**src/rtl/regfile_pkg.sv**
```systemverilog
// Shared constants and types for the register-file write-back arbiter.
package regfile_pkg;

  localparam int XLEN   = 32;
  localparam int REG_AW = 5;
  localparam int NREGS  = 32;

  // Requester indices, also used as the round-robin "last winner" encoding
  localparam logic REQ_ALU = 1'b0;
  localparam logic REQ_MEM = 1'b1;

  localparam logic [REG_AW-1:0] REG_ZERO = '0;

  typedef logic [REG_AW-1:0] reg_addr_t;

endpackage

```
**src/rtl/wb_scoreboard.sv**
```systemverilog
// Busy-bit scoreboard of GPRs with an issued but not yet written-back result.
// A write-back in the current cycle hides the busy bit because the register
// file forwards that data. Entry 0 never reads busy.
module wb_scoreboard #(
  parameter int NREGS = 32,
  parameter int AW    = $clog2(NREGS)
) (
  input  logic          clk,
  input  logic          rst_n,
  input  logic          set_en,
  input  logic [AW-1:0] set_addr,
  input  logic          clr_en,
  input  logic [AW-1:0] clr_addr,
  input  logic [AW-1:0] rs1_addr,
  input  logic [AW-1:0] rs2_addr,
  input  logic [AW-1:0] rd_addr,
  output logic          rs1_busy,
  output logic          rs2_busy,
  output logic          rd_busy
);

  logic [NREGS-1:0] busy_q, busy_d;

  // Next busy vector: clear from write-back, then set from issue so set wins
  always_comb begin
    busy_d = busy_q;
    if (clr_en) busy_d[clr_addr] = 1'b0;
    if (set_en && (set_addr != '0)) busy_d[set_addr] = 1'b1;
    busy_d[0] = 1'b0;
  end

  // Busy storage
  always_ff @(posedge clk or negedge rst_n) begin
    if (!rst_n) busy_q <= '0;
    else        busy_q <= busy_d;
  end

  function automatic logic query(input logic [AW-1:0] a);
    return (a != '0) && busy_q[a] && !(clr_en && (clr_addr == a));
  endfunction

  assign rs1_busy = query(rs1_addr);
  assign rs2_busy = query(rs2_addr);
  assign rd_busy  = query(rd_addr);

endmodule

```
**src/rtl/regfile_wb_arbiter.sv**
```systemverilog
// Round-robin arbiter sharing the GPR write port between ALU and LSU, with a
// registered write stage and an optional busy-bit scoreboard.
// Build option: define WBARB_SCOREBOARD_EN to include the scoreboard; when
// undefined the busy outputs are tied low and issue inputs are ignored.
module regfile_wb_arbiter #(
  parameter int XLEN  = 32,
  parameter int NREGS = 32
) (
  input  logic                           clk,
  input  logic                           rst_n,
  input  logic                           alu_valid,
  output logic                           alu_ready,
  input  logic [regfile_pkg::REG_AW-1:0] alu_rd,
  input  logic [XLEN-1:0]                alu_data,
  input  logic                           mem_valid,
  output logic                           mem_ready,
  input  logic [regfile_pkg::REG_AW-1:0] mem_rd,
  input  logic [XLEN-1:0]                mem_data,
  output logic [regfile_pkg::REG_AW-1:0] wb_addr,
  output logic [XLEN-1:0]                wb_data,
  output logic                           wb_we,
  input  logic                           issue_valid,
  input  logic [regfile_pkg::REG_AW-1:0] issue_rd,
  input  logic [regfile_pkg::REG_AW-1:0] rs1_addr,
  input  logic [regfile_pkg::REG_AW-1:0] rs2_addr,
  output logic                           rs1_busy,
  output logic                           rs2_busy,
  output logic                           rd_busy
);
  import regfile_pkg::*;

  localparam int AW = $clog2(NREGS);

  logic            last_q, last_d;      // winner of the most recent contention
  logic            grant_alu, grant_mem;
  logic [AW-1:0]   sel_rd;
  logic [XLEN-1:0] sel_data;
  logic            wb_we_q, wb_we_d;
  logic [AW-1:0]   wb_addr_q, wb_addr_d;
  logic [XLEN-1:0] wb_data_q, wb_data_d;

  // Arbitration: a lone requester always wins; on contention the source that
  // did not win the previous contention goes first
  always_comb begin
    grant_alu = alu_valid & (~mem_valid | (last_q == REQ_MEM));
    grant_mem = mem_valid & (~alu_valid | (last_q == REQ_ALU));
    last_d    = last_q;
    if (alu_valid && mem_valid) last_d = grant_alu ? REQ_ALU : REQ_MEM;
  end

  assign alu_ready = grant_alu;
  assign mem_ready = grant_mem;

  // Write stage: capture the granted write; x0 is accepted but never written,
  // and address/data hold when nothing is written
  always_comb begin
    sel_rd    = grant_mem ? mem_rd   : alu_rd;
    sel_data  = grant_mem ? mem_data : alu_data;
    wb_we_d   = 1'b0;
    wb_addr_d = wb_addr_q;
    wb_data_d = wb_data_q;
    if ((grant_alu || grant_mem) && (sel_rd != REG_ZERO)) begin
      wb_we_d   = 1'b1;
      wb_addr_d = sel_rd;
      wb_data_d = sel_data;
    end
  end

  // Pointer and write-stage registers; reset drops any in-flight write
  always_ff @(posedge clk or negedge rst_n) begin
    if (!rst_n) begin
      last_q    <= REQ_MEM;             // ALU wins the first contention
      wb_we_q   <= 1'b0;
      wb_addr_q <= '0;
      wb_data_q <= '0;
    end else begin
      last_q    <= last_d;
      wb_we_q   <= wb_we_d;
      wb_addr_q <= wb_addr_d;
      wb_data_q <= wb_data_d;
    end
  end

  assign wb_we   = wb_we_q;
  assign wb_addr = wb_addr_q;
  assign wb_data = wb_data_q;

`ifdef WBARB_SCOREBOARD_EN
  wb_scoreboard #(.NREGS(NREGS), .AW(AW)) u_sb (
    .clk      (clk),
    .rst_n    (rst_n),
    .set_en   (issue_valid),
    .set_addr (issue_rd),
    .clr_en   (wb_we_q),
    .clr_addr (wb_addr_q),
    .rs1_addr (rs1_addr),
    .rs2_addr (rs2_addr),
    .rd_addr  (issue_rd),
    .rs1_busy (rs1_busy),
    .rs2_busy (rs2_busy),
    .rd_busy  (rd_busy)
  );
`else
  logic unused_sb;
  assign unused_sb = ^{issue_valid, issue_rd, rs1_addr, rs2_addr};
  assign rs1_busy  = 1'b0;
  assign rs2_busy  = 1'b0;
  assign rd_busy   = 1'b0;
`endif

endmodule

```
**config.mk**
```make
export PLATFORM = sky130hd
export DESIGN_NAME = regfile_wb_arbiter
export DESIGN_NICKNAME = d
export VERILOG_FILES = /design/src/rtl/regfile_pkg.sv /design/src/rtl/wb_scoreboard.sv /design/src/rtl/regfile_wb_arbiter.sv
export SDC_FILE = /design/constraint.sdc
export NUM_CORES = 1
export LEC_CHECK = 0
export BUFFER_PORTS_ARGS = -buffer_cell sky130_fd_sc_hd__buf_2
export CORE_MARGIN = 5
export CORE_UTILIZATION = 30
export CTS_BUF_LIST = sky130_fd_sc_hd__clkbuf_8
export DETAILED_ROUTE_END_ITERATION = 7
export MAX_ROUTING_LAYER = met4
export PLACE_DENSITY = 0.67
export SKIP_LAST_GASP = 1
export SLEW_MARGIN = 0
export SYNTH_ARGS = -nofsm -noshare
export SYNTH_HDL_FRONTEND = slang
export SYNTH_HIERARCHICAL = 1
export SYNTH_SLANG_ARGS = --single-unit
```
**constraint.sdc**
```tcl
create_clock -name clk -period 2.1 [get_ports clk]
set_clock_uncertainty 0.05 [all_clocks]
set_input_delay 0.21 -clock clk [delete_from_list [all_inputs] [get_ports clk]]
set_output_delay 0.21 -clock clk [all_outputs]
set_load 0.03 [all_outputs]
```
==> flow_summary.ini, run 1 <==
[run_status]
status = complete, no violations

[floorplanning]
coreArea_sq_um = 6790
die_y_um = 93.7
die_area_sq_um = 8780
dieWidth_um = 93.7
ioPinCount = 137
start_util_pct = 30.9
std_cell_rows = 30

[timing]
tns_ns = 0
rsz0062_at_grt = false
setup_slack_ns = 0.363
fin_crit_ns = 1.74
fmax_mhz = 576
finalHoldViolCount = 0
setup-violations-final = 0
maxSlewViolCount = 0
min_period_over_period_pct = 82.7

[place]
place.port_buffers = 117
hpwl_um = 3740
placement.setup.worst_slack_ns = 0.353
gp_congestion = 0.665

[clock_tree]
cts_tree = built
cts_resized = 0
clock-sinks = 39
clk_pin_slew_worst_paths_ns = 0.08
cts-root-buf = clkbuf_8
clock_path_buffers = 2
postCtsSetupBuffers = 0
insertion_delay_ns = 0.28
cts_buffers = 5
htree_num_levels = 2
holdBufCountCts = 1

[drt]
dr_wl_met3_um = 434
drt_iter0_drc = 11
dr.max_layer_used = met4
wl_met2_um = 2280
drc = 0
vias = 1521
detail-route-antenna-nets = 0
via_per_inst = 4.26
dr.pass1.iters = 4
wl_per_cell_um = 13.1
drt-met1-wl_um = 1930
routed_wl_um = 4690

[layout]
finalNetCount = 354
multiInputGateArea_sq_um = 1040
area_growth_pct = 38.9
drive_gt1_share_pct = 79.7
seq_area_sq_um = 977
diodes = 0
fill_cells = 650

[yosys]
ys_warn_count = 6
synth-seq-cells = 39
avgSynthCellArea_sq_um = 15.2
synth.distinct_cells = 17
ys_seq_area_share_pct = 46.5
ys_top_cells_by_area = dfrtp_1 (45%), mux2_2 (24%), mux2_4 (21%), buf_6 (1.6%), buf_4 (1.4%)
netlist_area_sq_um = 2100
yosysTopAreaCell = dfrtp_1
synthCells = 138
synth.top_cell.area_share_pct = 45.2

[global_routing]
antenna_found_initial = 0
first_global_vias = 1647
gr-usage-all-layers_pct = 11.1
grt_max_degree = 22
grt_overflow = 0
grt_pass1_wl_um = 7570

[setup_path]
required_ns = 2.23
crit_path_end_kind = flop
crit_path_start_kind = flop
critPathMaxFanout = 19
ff2ff_setup_slack_ns = 0.36
crit_type = flop to flop
crit_arrival_ns = 1.87

[power]
p_leak_nw = 1.45
powerDensity_nw_per_um2 = 893
vdd_drop_max_uv = 284

[hold_path]
min_path_type = input port to flop

[flow_run]
maxCapViolCount = 0
[flip-flops by register name (all words and copies together), names as in the netlist]
| register | count |
|---|---|
| wb_data | 32 |
| wb_addr | 5 |
| last_q | 1 |
| wb_we | 1 |
[where the power goes]
group	total, mW	internal, mW	switching, mW	leakage, nW
sequential	0.972	0.899	0.0736	0.452
combinational	0.984	0.454	0.530	0.935
clock	0.652	0.385	0.267	0.0612
[worst max-delay path, cell delays in order, from the launching register on]
cell	delay, ns
dfstp_2	0.39
a21boi_4	0.21
buf_4	0.33
mux2_2	0.38
mux2_4	0.27
[metal layers]
metal	track usage [%]	up-vias
li1	-	728
met1	13.1	712
met2	18.5	75
met3	3.13	6
met4	3.01	0
met5	-	-
[stage by stage]
step           power, mW  instances  hold WS (ns)  utilization [%]  cell area (sq um)
6_report            2.61        357         0.126             43.0               2920
5_1_grt             2.75        357         0.129             43.0               2920
4_1_cts             2.66        357         0.119             43.0               2920
3_5_place_dp        1.99        348       -0.0254             41.1               2790
3_3_place_gp        1.97        348       -0.0304             41.1               2790
2_1_floorplan       1.70        140        -0.136                -               2110
[logic make-up after synthesis]
logic type,synth area share [%]
and+or+nand+nor,1.55
muxes,44.8
DFF,46.5
AOI/OAI and AO/OA,1.43
other,0.178
buffers and inverters,5.12
xor gates and xnor gates,0.417
[cells in the mapped netlist]
cell type / n
a21boi_4: 1
a31oi_1: 1
buf_2: 2
buf_4: 4
buf_6: 3
buf_8: 2
conb_1: 1
dfrtp_1: 38
dfstp_2: 1
inv_1: 1
mux2_2: 45
mux2_4: 29
nand2_1: 2
nor2_1: 4
nor3_1: 2
o21ai_1: 1
xnor2_1: 1
[cell usage in the layout (no fill, tap or decap)]
cell | Yosys | routed
clkinv_2 | 0 | 1
nor2_1 | 4 | 4
dlygate4sd3_1 | 0 | 1
buf_4 | 4 | 4
inv_1 | 1 | 1
dfstp_2 | 1 | 1
a21boi_4 | 1 | 1
bufinv_16 | 0 | 1
dfrtp_1 | 38 | 38
xnor2_1 | 1 | 1
clkbuf_8 | 0 | 6
mux2_2 | 45 | 45
conb_1 | 1 | 3
mux2_4 | 29 | 29
o21ai_4 | 0 | 1
nor3_1 | 2 | 2
buf_12 | 0 | 2
nand2_1 | 2 | 2
buf_2 | 2 | 117
a31oi_1 | 1 | 1
[path summary, 6_finish.rpt]
kind / depth (start not counted) / from / end
setup / recovery: 4 / last_q$_DFFE_PN1P_ / wb_data[2]$_DFFE_PN0P_
hold / removal: 3 / mem_valid / last_q$_DFFE_PN1P_
setup reg to reg: 4 / last_q$_DFFE_PN1P_ / wb_data[2]$_DFFE_PN0P_
hold reg to reg: 1 / wb_data[26]$_DFFE_PN0P_ / wb_data[26]$_DFFE_PN0P_
max in group asynchronous: 3 / rst_n / last_q$_DFFE_PN1P_
min in group asynchronous: 2 / rst_n / wb_data[20]$_DFFE_PN0P_
[area by class of cell]
class / instances / share of cell area, %
inverters: 1 / 0.129
clock inverters: 2 / 1.20
multi-input cells: 89 / 35.5
well taps: 96 / 4.11
clock buffers: 6 / 2.83
flip-flops and latches: 39 / 33.5
repair buffers: 124 / 22.8
No activity file was read; power rests on OpenSTA's default activity.
==> run 2, diff against run 1 <==
==> constraint.sdc (replaced) <==
create_clock -name clk -period 1.7 [get_ports clk]
set_clock_uncertainty 0.05 [all_clocks]
set_input_delay 0.17 -clock clk [delete_from_list [all_inputs] [get_ports clk]]
set_output_delay 0.17 -clock clk [all_outputs]
set_load 0.03 [all_outputs]
==> flow_summary.ini, run 2 (same netlist as run 1, synthesis figures left out) <==
[timing]
relSlewSlack_pct = 65.6
finalHoldViolCount = 0
fin_crit_ns = 1.65
holdWs_ns = 0.103
min_period_over_period_pct = 97.2
setup_slack_ns = 0.0471
maxSlewViolCount = 0
setup-violations-final = 0
tns_ns = 0
rsz0062_at_grt = true
fmax_mhz = 605
tightestPinTransition_ns = 0.515

[drt]
routed_wl_um = 4590
detail-route-antenna-nets = 0
drc = 0
via_per_inst = 4.28
vias = 1528
dr.pass1.iters = 4
drt_iter0_drc = 38
wl_per_cell_um = 12.9

[layout]
drive_gt1_share_pct = 79.7
layout_common_cells = buf_2 (117), mux2_2 (45), dfrtp_1 (38), mux2_4 (29), clkbuf_8 (7)
diodes = 0
area_growth_pct = 39.3
finalNetCount = 354
fill_cells = 644
largest_reg_flops = 32
utilization_pct = 43.1
layout_commonest_cell = buf_2

[clock_tree]
cts_tree = built
clock_path_buffers = 2
clock-sinks = 39
clk_pin_slew_worst_paths_ns = 0.07
insertion_delay_ns = 0.28
cts-root-buf = clkbuf_8
postCtsSetupBuffers = 0
cts_buffers = 5
htree_num_levels = 2

[power]
p_int_mw = 2.06
p_sw_mw = 1.05
clkPwrFrac_pct = 21.3
vdd_drop_max_uv = 388
power_frac_seq_pct = 38.5
p_comb_share_pct = 40.3
p_leak_nw = 1.45
swShare_pct = 33.8
powerDensity_nw_per_um2 = 1060
p_total_mw = 3.12

[setup_path]
required_ns = 1.82
critPathMaxFanout = 20
crit_path_end_kind = flop
crit_type = flop to flop
crit_path_start_kind = flop
crit_arrival_ns = 1.77

[global_routing]
gr-usage-all-layers_pct = 11.0
grt_overflow = 0
grt_max_degree = 23
grt_pass1_wl_um = 7440
antenna_found_initial = 0
first_global_vias = 1617

[floorplanning]
ioPinCount = 137
coreArea_sq_um = 6790
dieWidth_um = 93.7
start_util_pct = 30.9
die_area_sq_um = 8780
std_cell_rows = 30
die_y_um = 93.7

[place]
gp_congestion = 0.725
placement.setup.worst_slack_ns = -0.0416
hpwl_um = 3720
place.port_buffers = 117

[run_status]
status = complete, no violations

[hold_path]
min_path_type = input port to flop

[flow_run]
maxCapViolCount = 0
run 2: changes by cell type in the layout (fill, tap and decap cells not counted), sizes merged:
cell	before	now
bufinv	1	0
clkbuf	6	7
clkinv	1	0
inv	1	2
run 2: layout make-up:
| cell class | count | area [sq um] | share of cell area [%] |
|---|---|---|---|
| flip-flops and latches | 39 | 977 | 33.4 |
| well taps | 96 | 120 | 4.10 |
| multi-input cells | 89 | 1040 | 35.6 |
| clock buffers | 7 | 96.3 | 3.29 |
| clock inverters | 1 | 3.75 | 0.128 |
| repair buffers | 124 | 686 | 23.4 |
| inverters | 1 | 3.75 | 0.128 |
run 2: layer usage:
| metal | global-route usage [%] | vias up | routed length, um | share of wire [%] |
|---|---|---|---|---|
| met2 | 17.7 | 74 | 2190 | 48 |
| li1 | - | 727 | - | - |
| met3 | 3.29 | 7 | 417 | 9.1 |
| met1 | 13.3 | 720 | 1930 | 42 |
| met4 | 3.25 | 0 | 63 | 1.4 |
| met5 | - | - | 0 | 0 |
run 2: repair_timing:
item                                   CTS  global route
pin swaps                                0             1
endpoints found under the hold margin   20             0
setup endpoints to repair               20            38
hold buffers                             1             0
gates resized for setup                  1             2
run 2: power groups by stage:
stage / registers [mW] / logic [mW] / clock network [mW]
floorplan: 1.55 / 0.552 / 0
CTS: 1.20 / 1.27 / 0.712
global placement: 1.21 / 1.25 / 0
finish: 1.20 / 1.26 / 0.663
global route: 1.22 / 1.34 / 0.744
detailed placement: 1.22 / 1.26 / 0
run 2: critical path, cell delays in order (launching register included):
cell,delay (ns)
dfstp_2,0.39
a21boi_4,0.26
buf_8,0.22
mux2_2,0.35
mux2_4,0.27
run 2: path summary, 6_finish.rpt:
path                                    startpoint                      end  slack, ns  cells past startpoint
max in group asynchronous                    rst_n  wb_data[19]$_DFFE_PN0P_       0.63                      3
setup reg to reg                last_q$_DFFE_PN1P_  wb_data[13]$_DFFE_PN0P_       0.05                      4
hold / removal                           mem_valid       last_q$_DFFE_PN1P_       0.10                      3
min in group asynchronous                    rst_n  wb_data[20]$_DFFE_PN0P_       0.35                      2
hold reg to reg            wb_data[27]$_DFFE_PN0P_  wb_data[27]$_DFFE_PN0P_       0.45                      1
setup / recovery                last_q$_DFFE_PN1P_  wb_data[13]$_DFFE_PN0P_       0.05                      4
run 2: per-stage QoR:
step	instance area (sq um)	std cells
2_1_floorplan	2110	140
3_3_place_gp	2810	348
3_5_place_dp	2810	348
4_1_cts	2920	357
5_1_grt	2930	357
6_report	2930	357
